===== config.mk =====
export PLATFORM = sky130hd
export DESIGN_NAME = life_cell
export DESIGN_NICKNAME = d
export VERILOG_FILES = /design/src/rtl/life_cell.sv
export SDC_FILE = /design/constraint.sdc
export NUM_CORES = 1
export LEC_CHECK = 0
export CAP_MARGIN = 20
export CORE_AREA = 2 2 39 41
export DETAILED_ROUTE_END_ITERATION = 10
export DIE_AREA = 0 0 41 43
export GPL_ROUTABILITY_DRIVEN = 0
export MAX_ROUTING_LAYER = met4
export RECOVER_POWER = 50
export SLEW_MARGIN = 10
export SYNTH_ARGS = -nofsm -noshare
export SYNTH_HDL_FRONTEND = slang
export SYNTH_SLANG_ARGS = --single-unit

===== constraint.sdc =====
create_clock -name clk -period 8.9 [get_ports clk]
set_input_delay 1.335 -clock clk [delete_from_list [all_inputs] [get_ports clk]]
set_output_delay 1.335 -clock clk [all_outputs]
set_load 0.02 [all_outputs]

===== src/rtl/life_cell.sv =====
// Purpose: one Game of Life cell (B3/S23) with host write and previous-generation readback.
// Latency: 1 clock from enabled step or host write to alive / alive_prev.
// Backpressure: none; the cell freezes whenever neither write nor enb is asserted.
//
// Ports:
//   clk, reset          rising-edge clock, synchronous active-high reset
//   n..nw               eight neighbour alive bits
//   write, val          host write strobe and the value it loads into alive
//   enb                 generation-step enable
//   alive, alive_prev   registered current state and state before the last step
module life_cell (
    input  logic clk,
    input  logic reset,
    input  logic n,
    input  logic ne,
    input  logic e,
    input  logic se,
    input  logic s,
    input  logic sw,
    input  logic w,
    input  logic nw,
    input  logic write,
    input  logic val,
    input  logic enb,
    output logic alive,
    output logic alive_prev
);

    logic       r_alive;
    logic       r_alive_prev;
    logic [3:0] w_count;
    logic       w_next;

    // Each neighbour bit is zero-extended so the sum is done at 4 bits (max 8).
    assign w_count = {3'b000, n}  + {3'b000, ne} + {3'b000, e}  + {3'b000, se}
                   + {3'b000, s}  + {3'b000, sw} + {3'b000, w}  + {3'b000, nw};

    // Three neighbours always yields a live cell; two preserves the current state.
    always_comb begin
        w_next = 1'b0;
        if (w_count == 4'd3) begin
            w_next = 1'b1;
        end else if (w_count == 4'd2) begin
            w_next = r_alive;
        end
    end

    // Reset beats write, write beats a generation step; a write leaves the
    // previous-generation value untouched so it still reflects the last step.
    always_ff @(posedge clk) begin
        if (reset) begin
            r_alive      <= 1'b0;
            r_alive_prev <= 1'b0;
        end else if (write) begin
            r_alive      <= val;
        end else if (enb) begin
            r_alive_prev <= r_alive;
            r_alive      <= w_next;
        end
    end

    assign alive      = r_alive;
    assign alive_prev = r_alive_prev;

endmodule


* Word level (Yosys, flattened, before mapping) *
Cells that the tools add are included.

word-level totals
  word-level logic and storage cells = 20
  input bits = 13
  output and inout port bits = 2
  register bits = 2

cells by class
  eq/ne operators = 3
  reductions and logical operators = 3
  bitwise operators = 1
  mux-type cells = 4
  $add $sub $neg = 7

operators by type and width
  operator                                                                count
  4-bit by 1-bit adder with 4-bit output                                  4
  4-bit by 2-bit equality test with 1-bit output (second input constant)  2
  3-bit by 1-bit adder with 4-bit output                                  1
  1-bit two-way mux                                                       4
  2-bit AND reduction                                                     2
  2-bit by 1-bit adder with 3-bit output                                  1
  3-bit != test (second input constant)                                   1
  1-bit by 1-bit adder with 2-bit output                                  1
  2-bit nonzero test                                                      1
  1-bit NOT                                                               1

* Depth between registers and ports, before layout *
Gate-level depths: netlist (run 1).

  depth in word-level cells = 12
  mapped depth = 10
  mapped depth without buffers = 10

* Worst setup path after synthesis (run 1) *
No wires, ideal clock.

  kind = input -> register
  start = input port n
  end = register r_alive, in the netlist alive
  path buffers = 0
  stages on the path = 10
  library setup time = 0.103 ns
  data required time = 8.797 ns
  setup slack = 4.789 ns
  data arrival time = 4.007 ns
  cells stage by stage = inv_1 -> fa_1 -> fa_1 -> fa_1 -> inv_1 -> ha_1 -> fa_1 -> nor3b_1 -> a211oi_1 -> a2111oi_2

on the way
  longest elaborated chain between the ends = 11
  elaborated cells on any way between the ends = 14
  classes of those cells = add/sub (7); eq/ne (3); mux (3); reduce/logical (1)

RTL lines
  what                                                    line  RTL
  start: declaration                                      14    input logic n,
  1-bit by 1-bit adder with 2-bit output *                35    assign w_count = {3'b000, n} + {3'b000, ne} + {3'b000, e} + {3'b000, se}
  2-bit by 1-bit adder with 3-bit output *                35
  3-bit by 1-bit adder with 4-bit output *                35
  4-bit by 1-bit adder with 4-bit output * (4 in series)  36    + {3'b000, s} + {3'b000, sw} + {3'b000, w} + {3'b000, nw};
  4-bit by 2-bit equality test with 1-bit output          41    if (w_count == 4'd3) begin
  1-bit two-way mux                                       41
  1-bit two-way mux                                       56    end else if (enb) begin
  1-bit two-way mux                                       54    end else if (write) begin
  end signal: assignment                                  55    r_alive <= val;
  end signal: assignment                                  58    r_alive <= w_next;
  end: declaration                                        29    logic r_alive;

Every way passes the cells marked *; elsewhere a longest branch is shown, timed or not. The select of a mux whose other input is x is not followed.
A chain may end at the register's enable or synchronous reset.

* Worst setup path after layout (run 1) *
Same ends and word-level chain as after synthesis.

==> metrics.yaml, run 1 <==
cells_and_area:
  layout-drive-gt1-share_pct: 8.511
  multi_input_comb_area_um2: 188.9
  layout_common_cells: "12 x sky130_fd_sc_hd__inv_1, 12 x sky130_fd_sc_hd__clkdlybuf4s50_1, 4 x sky130_fd_sc_hd__fa_1"
  layout.nets: 69
  areaGrowthSynthToFinish_pct: 66.67
  footprint_of_the_flip_flops_and_latches_um2: 40.04
  fill_cells: 157
  final_area_um2: 456.7
  antenna_cells_inserted: 0
routing:
  drt-total-wl_um: 564
  ant_nets: 0
  detail_route.wl_per_cell_um: 8.952
  1st_pass_router_iterations: 3
  routed-via-count: 243
  initialDrtViolationCount: 3
  route.detailed.vias_per_inst: 3.857
  drt_drc_violations_left: 0
sta:
  finalClockSkew_ns: 0.0009186
  setup-violations-final: 0
  timing.setup.tns_ns: 0
  timing.final.crit_share_pct: 50.49
  grt_setup_unrepaired: "no"
  tightest_slew_ns: 0.2683
  relSlewSlack_pct: 82.01
  final_hold_viol_count: 0
  maxClockFrequency_mhz: 222.5
  finalCriticalPeriod_ns: 4.494
  timing.final.max_slew_violations: 0
flow_run:
  drv_cap: 0
worst_setup_path:
  timing.critical_path.buf_inv: 3
  worst_setup_path_class: "input pin to flip-flop"
  cp.required_ns: 9.01
  endpoint_kind: "flip-flop"
  cp_cell_sequence: "clkdlybuf4s50_1, inv_1, fa_1, fa_1, fa_1, inv_1, ha_1, fa_1, nor3b_1, a211oi_1, a2111oi_2"
  worst_path_most_repeated_cell: "sky130_fd_sc_hd__fa_1"
  worst_setup_path_start_kind: "input pin"
  critical_path_peak_fanout: 2
  cp_max_delay_cell: "sky130_fd_sc_hd__fa_1"
  largest_incremental_delay_on_the_critical_path_ns: 0.56
  worstPathArrival_ns: 4.61
  critical-path-top-delay-family: "adder cells"
place:
  place.port_buffers: 14
  hpwlAfterDp_um: 516.5
  placed_inst_area_um2: 434.2
die:
  die-area_um2: 1763
  ioPinCount: 15
  coreArea_um2: 1384
  die_w_um: 41
  row_count: 14
  initial_utilization_pct: 19.80
  die_h_um: 43
logic_synthesis:
  mappedNetlistArea_um2: 274.0
  seq_area_frac_synth_pct: 14.61
  synth_cell_types: 12
  ys_seq_elements: 2
  syn_avg_cell_area_um2: 9.134
  synth_fp_nets: 50
  synth_warnings: 0
  syn_inst: 30
global_routing:
  grt_antenna_before_repair: 0
  grt_pass1_wl_um: 910
  vias_in_the_first_global_route: 259
  grt_overflow: 0
  largest_net_degree_at_the_start_of_global_routing: 4
  grt_util_all_layers_pct: 8.342
cts:
  cts-resized-gates: 0
  cts.path.max_buffers: 2
  tritoncts_num_sinks: 2
  postCtsSetupRepairBufs: 0
  cts_tree: "built"
  cts_buffers: 3
  ctsHoldBuffers: 0
  h-tree-depth: 1
  clock-root-buffer: "sky130_fd_sc_hd__clkbuf_4"
  cts.clk_slew.worst_paths_ns: 0.03
  insertion_delay_ns: 0.22
pwr:
  ir_drop_uv: 25.38
  pwr_density_cell_nw_per_um2: 128.2
  p_leak_nw: 0.2301
run_status:
  outcome: "complete, no violations"
hold_path:
  hold_class: "flip-flop to flip-flop"
==> worst reg2reg max path: stages, from the launching register on <==
cell	delay, ns
sky130_fd_sc_hd__dfxtp_1	0.31
sky130_fd_sc_hd__a211oi_1	0.24
sky130_fd_sc_hd__a2111oi_2	0.06
==> power by group <==
| group | internal, mW | switching [mW] |
|---|---|---|
| sequential | 0.00987 | 0.000503 |
| combinational | 0.0156 | 0.0131 |
| clock | 0.0148 | 0.00458 |
| total | 0.0403 | 0.0182 |
==> layer usage <==
layer	global-route usage, %	share of wire [%]	up-vias
met5	-	0	-
met4	4.000	0	0
met2	15.31	55	7
li1	-	-	128
met3	3.141	7.8	0
met1	6.452	37	108
==> logic make-up (layout without fill, tap and decap cells) <==
group	count (synthesis)	after routing	share of synthesized area [%]
AOI/OAI and AO/OA	3	3	10.96
adders and majority gates	7	7	42.93
buffers and inverters	12	29	16.44
DFF	2	2	14.61
muxes	1	1	3.653
and+or+nand+nor	5	5	11.42
==> flip-flops by register name, indices dropped and copies added, names as in the netlist <==
name	flops
alive_prev	1
alive	1
==> path summary, 6_finish.rpt <==
| check | from | depth (start not counted) | end | slack, ns |
|---|---|---|---|---|
| worst min-delay path | alive_prev | 2 | alive_prev | 0.50 |
| worst max-delay path | n | 11 | alive | 4.41 |
| worst min register to register | alive_prev | 2 | alive_prev | 0.50 |
| worst max register to register | alive | 2 | alive | 8.17 |
==> synthesized netlist by cell type, drive strengths merged <==
| cell | count | area share [%] |
|---|---|---|
| mux2i | 1 | 3.7 |
| inv | 12 | 16 |
| a211oi | 2 | 5.5 |
| and4b | 1 | 3.7 |
| a2111oi | 1 | 5.5 |
| nand2 | 1 | 1.4 |
| dfxtp | 2 | 15 |
| fa | 4 | 29 |
| nor2 | 1 | 1.4 |
| nand2b | 1 | 2.3 |
| nor3b | 1 | 2.7 |
| ha | 3 | 14 |
==> layout make-up <==
type,count,area share [%]
Timing Repair Buffer,14,30.68
Clock buffer,3,4.932
Multi-Input combinational cell,16,41.37
Tap cell,16,4.384
Sequential cell,2,8.767
Inverter,12,9.863
==> per-stage QoR <==
stage / utilization, % / total power [mW] / std cells / worst slack [ns] / hold slack, ns
2_1_floorplan: - / 0.02854 / 30 / 4.789 / 0.5857
3_3_place_gp: 31.37 / 0.03887 / 60 / 4.205 / 0.4948
3_5_place_dp: 31.37 / 0.04001 / 60 / 4.127 / 0.5098
4_1_cts: 33.00 / 0.06049 / 63 / 4.364 / 0.5171
5_1_grt: 33.00 / 0.06615 / 63 / 4.236 / 0.5281
6_report: 33.00 / 0.05853 / 63 / 4.406 / 0.4965
No activity file was read; power rests on OpenSTA's default activity.
==> run 2: changes to the inputs <==
Clock period 8.9 ns to 4.1 ns, I/O delays scaled along.
==> run 2 against run 1 <==
Compared with the run above:
- clock-buffer cell count is the same
- setup slack lost 4.1 ns
- sequential share of layout area is the same
- non-clock buffer count is the same
- total power grew 120%
- cell count is the same
- critical path depth is the same
- highest routed layer unchanged
- via count grew 3.3%
- critical endpoint unchanged
- clock power grew 110%
- first-iteration DRC count shrank 33%
- register-to-register slack lost 4.8 ns
==> metrics.yaml, run 2 (synthesis gave the netlist of run 1 again) <==
sta:
  maxClockFrequency_mhz: 265.8
  finalCriticalPeriod_ns: 3.762
  finalClockSkew_ns: 0.004298  # was 0.0009186 ns
  timing.final.crit_share_pct: 91.76
  timing.setup.tns_ns: 0  # unchanged
  timing.final.max_slew_violations: 0  # unchanged
  grt_setup_unrepaired: "no"  # unchanged
  post-route-worst-setup-slack_ns: 0.3377  # was 4.406 ns
  relSlewSlack_pct: 82.80  # was 82.01%
  final_hold_viol_count: 0  # unchanged
  finalHoldWorstSlack_ns: 0.4884  # was 0.4965 ns
  setup-violations-final: 0  # unchanged
  tightest_slew_ns: 0.2565  # was 0.2683 ns
cells_and_area:
  finish.utilization_pct: 33.00  # unchanged
  final_area_um2: 456.7  # unchanged
  areaGrowthSynthToFinish_pct: 66.67  # unchanged
  layout.nets: 69  # unchanged
  layout-drive-gt1-share_pct: 8.511  # unchanged
  fill_cells: 152  # was 157
  layout_common_cells: "12 x sky130_fd_sc_hd__inv_1, 12 x sky130_fd_sc_hd__clkdlybuf4s50_1, 4 x sky130_fd_sc_hd__fa_1"  # unchanged
  antenna_cells_inserted: 0  # unchanged
hold_path:
  hold_class: "flip-flop to flip-flop"  # unchanged
worst_setup_path:
  critical_path_peak_fanout: 2  # unchanged
  cp_max_delay_cell: "sky130_fd_sc_hd__fa_1"  # unchanged
  cp.required_ns: 4.21  # was 9.01 ns
  worst_path_most_repeated_cell: "sky130_fd_sc_hd__fa_1"  # unchanged
  critical-path-top-delay-family: "adder cells"  # unchanged
  worst_setup_path_start_kind: "input pin"  # unchanged
  cp_cell_sequence: "clkdlybuf4s50_1, inv_1, fa_1, fa_1, fa_1, inv_1, ha_1, fa_1, nor3b_1, a211oi_1, a2111oi_2"  # unchanged
  worstPathArrival_ns: 3.87  # was 4.61 ns
  largest_incremental_delay_on_the_critical_path_ns: 0.56  # about the same
  worst_setup_path_class: "input pin to flip-flop"  # unchanged
  endpoint_kind: "flip-flop"  # unchanged
  timing.critical_path.buf_inv: 3  # unchanged
place:
  place.port_buffers: 14  # unchanged
  hpwlAfterDp_um: 482.3  # was 516.5 um
  placed_inst_area_um2: 434.2  # unchanged
  preCtsSetupSlack_ns: 0.08930  # was 4.127 ns
global_routing:
  largest_net_degree_at_the_start_of_global_routing: 4  # unchanged
  grt_util_all_layers_pct: 8.566  # was 8.342%
  grt_antenna_before_repair: 0  # unchanged
  grt_overflow: 0  # unchanged
  grt_pass1_wl_um: 959  # was 910 um
  vias_in_the_first_global_route: 278  # was 259
cts:
  cts-resized-gates: 0  # unchanged
  cts.path.max_buffers: 2  # unchanged
  insertion_delay_ns: 0.22  # about the same
  ctsHoldBuffers: 0  # unchanged
  clock-root-buffer: "sky130_fd_sc_hd__clkbuf_4"  # unchanged
  tritoncts_num_sinks: 2  # unchanged
  cts_buffers: 3  # unchanged
  cts_tree: "built"  # unchanged
  h-tree-depth: 1  # unchanged
  postCtsSetupRepairBufs: 0  # unchanged
  cts.clk_slew.worst_paths_ns: 0.03  # about the same
routing:
  drt-total-wl_um: 524  # was 564 um
  ant_nets: 0  # unchanged
  initialDrtViolationCount: 2  # was 3
  routed-via-count: 251  # was 243
  1st_pass_router_iterations: 2  # was 3
  route.detailed.vias_per_inst: 3.984  # was 3.857
  detail_route.wl_per_cell_um: 8.317  # was 8.952 um
  drt_drc_violations_left: 0  # unchanged
run_status:
  outcome: "complete, no violations"  # unchanged
die:
  initial_utilization_pct: 19.80  # unchanged
  die-area_um2: 1763  # unchanged
  ioPinCount: 15  # unchanged
  row_count: 14  # unchanged
  coreArea_um2: 1384  # unchanged
  die_w_um: 41  # unchanged
  die_h_um: 43  # unchanged
pwr:
  pwr_density_cell_nw_per_um2: 277.3  # was 128.2 nW/um2
  p_leak_nw: 0.2301  # unchanged
  ir_drop_uv: 56.71  # was 25.38 uV
flow_run:
  drv_cap: 0  # unchanged
==> run 2: worst paths after layout <==
kind,from,end,slack [ns],cells after the start
max,n,alive,0.34,11
min reg2reg,alive_prev,alive_prev,0.49,2
max reg2reg,alive,alive,3.38,2
min,alive_prev,alive_prev,0.49,2
==> run 2: cell type report <==
cell class / count / area, um2 / share of cell area [%]
Tap cell: 16 / 20.02 / 4.384
Clock buffer: 3 / 22.52 / 4.932
Inverter: 12 / 45.04 / 9.863
Timing Repair Buffer: 14 / 140.1 / 30.68
Multi-Input combinational cell: 16 / 188.9 / 41.37
Sequential cell: 2 / 40.04 / 8.767
==> run 2: metal layers <==
metal / vias up / global-route usage, % / share of wire [%]
met5: - / - / 0
met4: 0 / 4.000 / 0
met3: 0 / 4.712 / 9.5
met2: 7 / 14.37 / 54
met1: 117 / 7.143 / 36
li1: 127 / - / -
==> run 2: report_power, final <==
part           leakage [nW]  total (mW)  switching, mW  internal, mW
Sequential           0.0164      0.0226        0.00116        0.0214
Clock                0.0138      0.0416        0.00949        0.0322
Combinational         0.200      0.0624         0.0282        0.0342
==> run 2: per-stage QoR <==
| stage | instances | power [mW] |
|---|---|---|
| CTS | 63 | 0.1303 |
| global route | 63 | 0.1449 |
| floorplan | 30 | 0.06195 |
| finish | 63 | 0.1266 |
| global placement | 60 | 0.08414 |
| detailed placement | 60 | 0.08663 |
==> run 2: worst reg2reg max path: cells and delay by family, from the launching register on <==
family,cells,cell delay (ns)
compound gates,2,0.29
flops,1,0.31
